### src/rtl/uart_rx.sv
// 8N1 UART receiver with a receive FIFO, status/control registers and a level irq.
// Define UART_RX_PARITY_EN to add an even-parity bit between the data and stop bits.
module uart_rx #(
    parameter int unsigned ClockFrequency = 50_000_000,
    parameter int unsigned BaudRate       = 115_200,
    parameter int unsigned FifoDepth      = 8
) (
    input  logic        clk_i,
    input  logic        rst_ni,
    input  logic        device_req_i,
    input  logic [31:0] device_addr_i,
    input  logic        device_we_i,
    input  logic [3:0]  device_be_i,
    input  logic [31:0] device_wdata_i,
    output logic        device_rvalid_o,
    output logic [31:0] device_rdata_o,
    input  logic        uart_rx_i,
    output logic        uart_rx_irq_o
);
    localparam int unsigned ClksPerBit = ClockFrequency / BaudRate;
    localparam int unsigned CntW       = $clog2(ClksPerBit);
    localparam int unsigned AW         = $clog2(FifoDepth);
    localparam logic [CntW-1:0] HalfLoad = CntW'(ClksPerBit / 2 - 1);
    localparam logic [CntW-1:0] BitLoad  = CntW'(ClksPerBit - 1);

    typedef enum logic [2:0] {
        S_IDLE, S_START, S_DATA, S_STOP, S_WAIT
`ifdef UART_RX_PARITY_EN
        , S_PARITY
`endif
    } state_e;

    state_e          r_state, w_state_nxt;
    logic [CntW-1:0] r_cnt, w_cnt_nxt;
    logic [2:0]      r_idx, w_idx_nxt;
    logic [7:0]      r_shift, w_shift_nxt;
    logic            r_sync1, r_sync2, r_sync3;
    logic            w_fall, w_tick, w_push, w_set_ferr, w_set_perr;
`ifdef UART_RX_PARITY_EN
    logic            r_par_bad, w_par_bad_nxt;
`endif

    logic [7:0]      r_mem [FifoDepth];
    logic [AW:0]     r_wptr, r_rptr, w_count;
    logic            w_empty, w_full, w_pop, w_push_ok, w_set_ovf;
    logic            r_ovf, r_ferr, r_perr, r_irq_en, r_irq, r_rvalid;
    logic [31:0]     r_rdata, w_rdata, w_status;
    logic            w_rd, w_sts_wr, w_ctrl_wr, w_irq_cond;
    logic            w_unused;

    assign w_fall = r_sync3 & ~r_sync2;
    assign w_tick = (r_cnt == '0);

    // Counter free-runs down to zero in every state; states only act on the tick.
    always_comb begin
        w_state_nxt = r_state;
        w_cnt_nxt   = w_tick ? r_cnt : r_cnt - 1'b1;
        w_idx_nxt   = r_idx;
        w_shift_nxt = r_shift;
        w_push      = 1'b0;
        w_set_ferr  = 1'b0;
        w_set_perr  = 1'b0;
`ifdef UART_RX_PARITY_EN
        w_par_bad_nxt = r_par_bad;
`endif
        case (r_state)
            S_IDLE: if (w_fall) begin
                w_cnt_nxt   = HalfLoad;
                w_state_nxt = S_START;
            end
            S_START: if (w_tick) begin
                if (r_sync2) begin
                    w_state_nxt = S_IDLE;
                end else begin
                    w_cnt_nxt   = BitLoad;
                    w_idx_nxt   = '0;
                    w_state_nxt = S_DATA;
                end
            end
            S_DATA: if (w_tick) begin
                w_shift_nxt[r_idx] = r_sync2;
                w_cnt_nxt          = BitLoad;
                w_idx_nxt          = r_idx + 1'b1;
`ifdef UART_RX_PARITY_EN
                if (r_idx == 3'd7) w_state_nxt = S_PARITY;
`else
                if (r_idx == 3'd7) w_state_nxt = S_STOP;
`endif
            end
`ifdef UART_RX_PARITY_EN
            S_PARITY: if (w_tick) begin
                w_par_bad_nxt = (^r_shift) ^ r_sync2;
                w_set_perr    = w_par_bad_nxt;
                w_cnt_nxt     = BitLoad;
                w_state_nxt   = S_STOP;
            end
`endif
            S_STOP: if (w_tick) begin
                if (r_sync2) begin
`ifdef UART_RX_PARITY_EN
                    w_push = ~r_par_bad;
`else
                    w_push = 1'b1;
`endif
                    w_state_nxt = S_IDLE;
                end else begin
                    w_set_ferr  = 1'b1;
                    w_state_nxt = S_WAIT;
                end
            end
            S_WAIT: if (r_sync2) w_state_nxt = S_IDLE;
            default: w_state_nxt = S_IDLE;
        endcase
    end

    always_ff @(posedge clk_i or negedge rst_ni) begin
        if (!rst_ni) begin
            r_state <= S_IDLE;
            r_cnt   <= '0;
            r_idx   <= '0;
            r_shift <= '0;
            r_sync1 <= 1'b1;
            r_sync2 <= 1'b1;
            r_sync3 <= 1'b1;
`ifdef UART_RX_PARITY_EN
            r_par_bad <= 1'b0;
`endif
        end else begin
            r_state <= w_state_nxt;
            r_cnt   <= w_cnt_nxt;
            r_idx   <= w_idx_nxt;
            r_shift <= w_shift_nxt;
            r_sync1 <= uart_rx_i;
            r_sync2 <= r_sync1;
            r_sync3 <= r_sync2;
`ifdef UART_RX_PARITY_EN
            r_par_bad <= w_par_bad_nxt;
`endif
        end
    end

    assign w_count   = r_wptr - r_rptr;
    assign w_empty   = (w_count == '0);
    assign w_full    = (w_count == (AW+1)'(FifoDepth));
    assign w_rd      = device_req_i & ~device_we_i;
    assign w_pop     = w_rd & (device_addr_i[3:2] == 2'd0) & ~w_empty;
    // A pop in the same cycle frees the slot the push lands in.
    assign w_push_ok = w_push & (~w_full | w_pop);
    assign w_set_ovf = w_push & w_full & ~w_pop;
    assign w_sts_wr  = device_req_i & device_we_i & device_be_i[0] & (device_addr_i[3:2] == 2'd1);
    assign w_ctrl_wr = device_req_i & device_we_i & device_be_i[0] & (device_addr_i[3:2] == 2'd2);
    assign w_status  = {16'h0, 8'(w_count), 3'b0, r_perr, r_ferr, r_ovf, w_full, w_empty};
`ifdef UART_RX_PARITY_EN
    assign w_irq_cond = r_irq_en & (~w_empty | r_ovf | r_ferr | r_perr);
`else
    assign w_irq_cond = r_irq_en & (~w_empty | r_ovf | r_ferr);
`endif
    assign w_unused = ^{device_addr_i[31:4], device_addr_i[1:0], device_be_i[3:1],
                        device_wdata_i[31:5], device_wdata_i[1]};

    always_comb begin
        w_rdata = '0;
        case (device_addr_i[3:2])
            2'd0:    w_rdata = w_empty ? '0 : {24'h0, r_mem[r_rptr[AW-1:0]]};
            2'd1:    w_rdata = w_status;
            2'd2:    w_rdata = {31'h0, r_irq_en};
            default: w_rdata = '0;
        endcase
    end

    always_ff @(posedge clk_i) begin
        if (w_push_ok) r_mem[r_wptr[AW-1:0]] <= r_shift;
    end

    always_ff @(posedge clk_i or negedge rst_ni) begin
        if (!rst_ni) begin
            r_wptr   <= '0;
            r_rptr   <= '0;
            r_ovf    <= 1'b0;
            r_ferr   <= 1'b0;
            r_perr   <= 1'b0;
            r_irq_en <= 1'b0;
            r_irq    <= 1'b0;
            r_rvalid <= 1'b0;
            r_rdata  <= '0;
        end else begin
            if (w_push_ok) r_wptr <= r_wptr + 1'b1;
            if (w_pop)     r_rptr <= r_rptr + 1'b1;
            r_ovf  <= w_set_ovf  | (r_ovf  & ~(w_sts_wr & device_wdata_i[2]));
            r_ferr <= w_set_ferr | (r_ferr & ~(w_sts_wr & device_wdata_i[3]));
            r_perr <= w_set_perr | (r_perr & ~(w_sts_wr & device_wdata_i[4]));
            if (w_ctrl_wr) r_irq_en <= device_wdata_i[0];
            r_irq    <= w_irq_cond;
            r_rvalid <= device_req_i;
            r_rdata  <= w_rd ? w_rdata : '0;
        end
    end

    assign device_rvalid_o = r_rvalid;
    assign device_rdata_o  = r_rdata;
    assign uart_rx_irq_o   = r_irq;
endmodule
### config.mk
export PLATFORM = sky130hd
export DESIGN_NAME = uart_rx
export DESIGN_NICKNAME = d
export VERILOG_FILES = /design/src/rtl/uart_rx.sv
export SDC_FILE = /design/constraint.sdc
export NUM_CORES = 1
export LEC_CHECK = 0
export CORE_MARGIN = 1
export CORE_UTILIZATION = 35
export DETAILED_ROUTE_END_ITERATION = 6
export GPL_TIMING_DRIVEN = 0
export SKIP_CTS_REPAIR_TIMING = 1
export SLEW_MARGIN = 25
export SYNTH_ARGS = -nofsm -noshare
export SYNTH_HDL_FRONTEND = slang
export SYNTH_SLANG_ARGS = --single-unit
### constraint.sdc
create_clock -name clk_i -period 3.9 [get_ports clk_i]
set_clock_uncertainty 0.15 [all_clocks]
set_input_delay 0.585 -clock clk_i [delete_from_list [all_inputs] [get_ports clk_i]]
set_output_delay 0.585 -clock clk_i [all_outputs]
set_load 0.05 [all_outputs]
* Word-level counts from Yosys, hierarchy flattened
Memories as Yosys holds them, arrays and structs flattened.
Cells that the tools add are included.
** Operators by class
- Equal/unequal tests :: 15
- Add/sub/neg operators :: 5
- Bitwise gates (word level) :: 31
- Reductions and logical operators :: 9
- Order comparisons :: 2
- Multiplexer cells :: 33
** Operators by type and width (count)
- two-way mux 9 bit :: 5
- one-hot mux 12 bit (3 select lines) :: 1
- two-way mux 32 bit :: 1
- two-way mux 3 bit :: 10
- one-hot mux 9 bit (3 select lines) :: 1
- bitwise AND 1 bit :: 18
- one-hot mux 3 bit (5 select lines) :: 1
- != test 2 bit, second input constant :: 7
- logical NOT 9 bit :: 1
- two-way mux 1 bit :: 9
- subtractor 9 x 1 -> 9 bit, second input constant :: 1
- adder 4 x 1 -> 4 bit, second input constant :: 2
- bitwise mux 8 bit :: 1
- two-way mux 8 bit :: 1
- NOT 1 bit :: 8
- == test 3 x 2 -> 1 bit, second input constant :: 2
- == test 3 bit, second input constant :: 2
- one-hot mux 3 bit (2 select lines) :: 1
- AND reduction 6 bit :: 1
- bitwise OR 1 bit :: 5
- == test 4 bit, second input constant :: 1
- logical NOT 4 bit :: 1
- less-than comparator 3 x 4 -> 1 bit, second input constant :: 1
- AND reduction 4 bit :: 1
- other kinds (13) :: 13
** Word-level totals
- Flip-flop bits (word level) :: 72
- Bits in writable memories :: 64
- Memories :: 1
- Bits of input ports :: 73
- Word-level logic and storage cells :: 112
** Memory list
- r_mem :: words 8, bits a word 8, rd ports 1, clocked after memory_dff 0, wr ports 1, RTL line 43 : logic [7:0] r_mem [FifoDepth];

* Logic depth before layout (Yosys ltp)
- Depth in word-level cells :: 8
- Mapped depth :: 10

* Worst setup path before layout
OpenSTA, ideal clock, no wires.
- Kind :: flip-flop to flip-flop
- Start :: register r_rptr[1]
- End :: memory r_mem[0][0], enable pin
- Clock period less this slack :: 3332 ps
- Library setup time :: 383 ps
- Arrival :: 2799 ps
- Path buffers :: 1
- Stages on the path, launching flop included :: 9
- Data required time :: 3367 ps
- Setup slack :: 568 ps
- Cell sequence :: dfrtp_1 > clkbuf_1 > inv_1 > ha_1 > and3b_1 > or3_1 > a311oi_4 > nand2b_1 > nor3_1
** Between the ends
- Word-level cells in the longest chain between the ends :: 8
** Ends and longest elaborated chain
- start: declaration :: RTL line 44 : logic [AW:0] r_wptr, r_rptr, w_count;
- start signal: assignment :: RTL line 188 : if (w_pop) r_rptr <= r_rptr + 1'b1;
- subtractor 4 bit (*) :: RTL line 142 : assign w_count = r_wptr - r_rptr;
- logical NOT 4 bit :: RTL line 143 : assign w_empty = (w_count == '0);
- NOT 1 bit :: RTL line 146 : assign w_pop = w_rd & (device_addr_i[3:2] == 2'd0) & ~w_empty;
- bitwise AND 1 bit :: RTL line 146
- bitwise OR 1 bit (*) :: RTL line 148 : assign w_push_ok = w_push & (~w_full | w_pop);
- bitwise AND 1 bit (*) :: RTL line 148
- two-way mux 1 bit (*) :: RTL line 172 : if (w_push_ok) r_mem[r_wptr[AW-1:0]] <= r_shift;
- two-way mux 1 bit (implied by the code) (*) :: RTL line 172
- end: declaration :: RTL line 43
Every way passes the cells marked *; elsewhere a longest branch is shown, timed or not.

* Worst setup path in the final report
- Start :: register r_rptr[2]
- End :: memory r_mem[6][2], enable pin
The elaborated chain is that of the path after synthesis.

==> results.toml <==
[clocking]
clkTransAtPathRegs_ns = 0.06
clock_path_buffers = 2
clkSinkCount = 116
clock_latency_ns = 0.41
clockRootBuffer = "clkbuf_16"
htreeDepth = 4
cts_made_buffers = 17
cts_tree = "built"

[synthesis]
synth_commonest_cells = "edfxtp_1, dfrtp_1, nand2_1"
yosys.area.top_type_share_pct = 36.97
synth_edf_count = 64
synth-simple-area-share_pct = 11.65
ys_types = 61
netlist_area_um2 = 5199
synth.most_common_cell = "edfxtp_1"
synth_top_family_by_area = "simple AND/OR/NAND/NOR gates"
synthMuxAreaShare_pct = 10.52
yosysSeqAreaShare_pct = 62.07
synth_flop_cell = "edfxtp_1"
synthTopCellsByArea = "edfxtp_1, dfrtp_1, mux4_2"
avgSynthCellArea_um2 = 14.05
yosysTopAreaCell = "edfxtp_1"
synthCells = 370
synth_compound_area_share_pct = 6.546
synth-xor-area-share_pct = 1.853
synth_seq_cells = 116
synth_warnings = 0
synth_fa_ha_area_share_pct = 2.792
async_flop_share_pct = 44.83

[power]
p_int_mw = 2.828
ir_drop_uv = 326.9
swShare_pct = 29.45
clkPwrFrac_pct = 40.9
total_power_mw = 4.008
pwr-share-comb_pct = 23.1
cellPowerDensity_nw_per_um2 = 622.5
p_seq_share_pct = 36.1
switchingPower_mw = 1.180
leakage_nw = 2.572

[hold_path]
hold_end = "r_sync2"
hp-start = "r_sync1"
hold_path_class = "flip-flop to flip-flop"
worstHoldPathCells = 0

[setup_path]
worstPathRequired_ns = 3.78
worstSetupPathType = "flip-flop to flip-flop"
worstPathArrival_ns = 3.71
path_max_fanout = 9
ff2ff_path_depth = 8
startpoint_type = "flip-flop"
worst_setup_path_end_kind = "flip-flop"
r2r_start = "r_rptr[2]"
r2r_slack_ns = 0.07
reg2reg_to = "r_mem[6][2]"

[drt]
viasPerCell = 4.945
drt-initial-drc-count = 210
wl_um = 10180
wl_per_cell_um = 16.08
drc = 0
vias = 3130
ant_nets = 0
first_pass_iters = 4

[sta]
hold_viol = 0
worst_slew_pin_slew_ns = 0.9107
finalSetupViolations = 0
setup_slack_ns = 0.07145
fmax_mhz = 261.2
rsz0062_at_grt = "yes"
hold_slack_ns = 0.2048
fin_crit_ns = 3.829
fin_crit_sh_pct = 98.17
relSlewSlack_pct = 39.06
slew_violations = 0

[floorplanning]
die_w_um = 123.9
ios = 107
die_area_um2 = 15350
core_area_um2 = 14530
fp-row-count = 44
dieHeight_um = 123.9
start_util_pct = 35.77

[placed_design]
hpwl_um = 6975
dp_slack_ns = 0.02021
routabilityCongestion = 0.8254
place.port_buffers = 25

[layout]
drive_gt1_share_pct = 23.39
layout.nets = 520
multiInputGateArea_um2 = 1831
antenna_cells = 0
regArea_um2 = 3227
fin_util_pct = 44.30
final.fill_count = 1333
area_growth_pct = 23.85

[run]
cap_viol_max_count = 0

[global_routing]
track_usage_pct = 14.54
grt-ovfl-total = 0
grt_max_degree = 37
grt_pass1_wl_um = 16190
grt_pass1_vias = 3063
antenna_found_initial = 0

[run_status]
status = "finished, final reports clean"
stage by stage:
| step | setup TNS, ns | std cells | cell area (um^2) |
|---|---|---|---|
| 2_1_floorplan | 0 | 389 | 5270 |
| 3_3_place_gp | -5.191 | 598 | 5751 |
| 3_5_place_dp | 0 | 600 | 5794 |
| 4_1_cts | -0.3177 | 632 | 6426 |
| 5_1_grt | -5.738 | 633 | 6439 |
| 6_report | 0 | 633 | 6439 |
worst max-delay path, cell delays in order (launching register included):
cell	delay, ns
dfrtp_1	0.31
clkbuf_1	0.36
inv_2	0.24
ha_1	0.40
and3b_1	0.21
or3_1	0.43
a311oi_4	0.43
nand2_1	0.17
nor2_1	0.73
layout by cell type, fill, tap and decap left out, types with 8 or more instances in the layout:
cell / n
a21oi_1: 14
buf_4: 24
clkbuf_16: 17
clkdlybuf4s50_1: 24
conb_1: 20
dfrtp_1: 49
edfxtp_1: 64
ha_1: 10
mux2_2: 11
mux4_2: 15
nand2_1: 32
nor2_1: 26
xnor2_1: 8
layout make-up:
type | instances | share of cell area [%]
repair buffers | 28 | 4.431
plain buffers | 30 | 3.070
well taps | 184 | 3.576
multi-input cells | 234 | 28.43
flip-flops and latches | 116 | 50.12
clock buffers | 17 | 6.607
clock inverters | 15 | 3.206
inverters | 9 | 0.5635
power groups by stage:
stage          clock (mW)  combinational, mW  sequential [mW]
2_1_floorplan           0              0.671             1.49
3_3_place_gp            0              0.906             1.47
3_5_place_dp            0              0.926             1.47
4_1_cts              1.66              0.931             1.44
5_1_grt              1.72               1.01             1.46
6_report             1.64              0.925             1.45
worst max path at each step:
stage	startpoint	endpoint	slack, ns	cells past startpoint
floorplan	r_rptr[1]	r_mem[0][0]	0.57	8
global placement	r_rptr[2]	r_mem[4][6]	-0.39	8
detailed placement	r_rptr[2]	r_mem[2][6]	0.02	8
CTS	r_rptr[2]	r_mem[2][2]	-0.04	8
global route	r_rptr[2]	r_mem[1][4]	-0.15	8
finish	r_rptr[2]	r_mem[6][2]	0.07	8
state kept, by name (all words and copies together) (netlist names), 3 cells and up:
register / flops
device_rdata_o: 12
r_cnt: 9
r_idx: 3
r_mem: 64
r_rptr: 4
r_shift: 8
r_state: 3
r_wptr: 4
layer usage:
metal | wire, um | vias up | part of all wire [%] | GRT usage (%)
li1 | - | 1476 | - | -
met1 | 4512 | 1580 | 44 | 17.65
met2 | 5183 | 68 | 51 | 24.44
met3 | 386 | 6 | 3.8 | 4.441
met4 | 94 | 0 | 0.92 | 5.045
met5 | 0 | - | 0 | 0
logic make-up after synthesis:
| logic type | count (synthesis) |
|---|---|
| flip-flops | 116 |
| AND/OR/NAND/NOR | 111 |
| AO/OA/AOI/OAI | 47 |
| buffers and inverters | 39 |
| XOR/XNOR | 11 |
| multiplexers | 34 |
| adder cells (fa/ha/maj) | 11 |
| other | 1 |
Note: power is estimated with default switching activity, not from simulation.
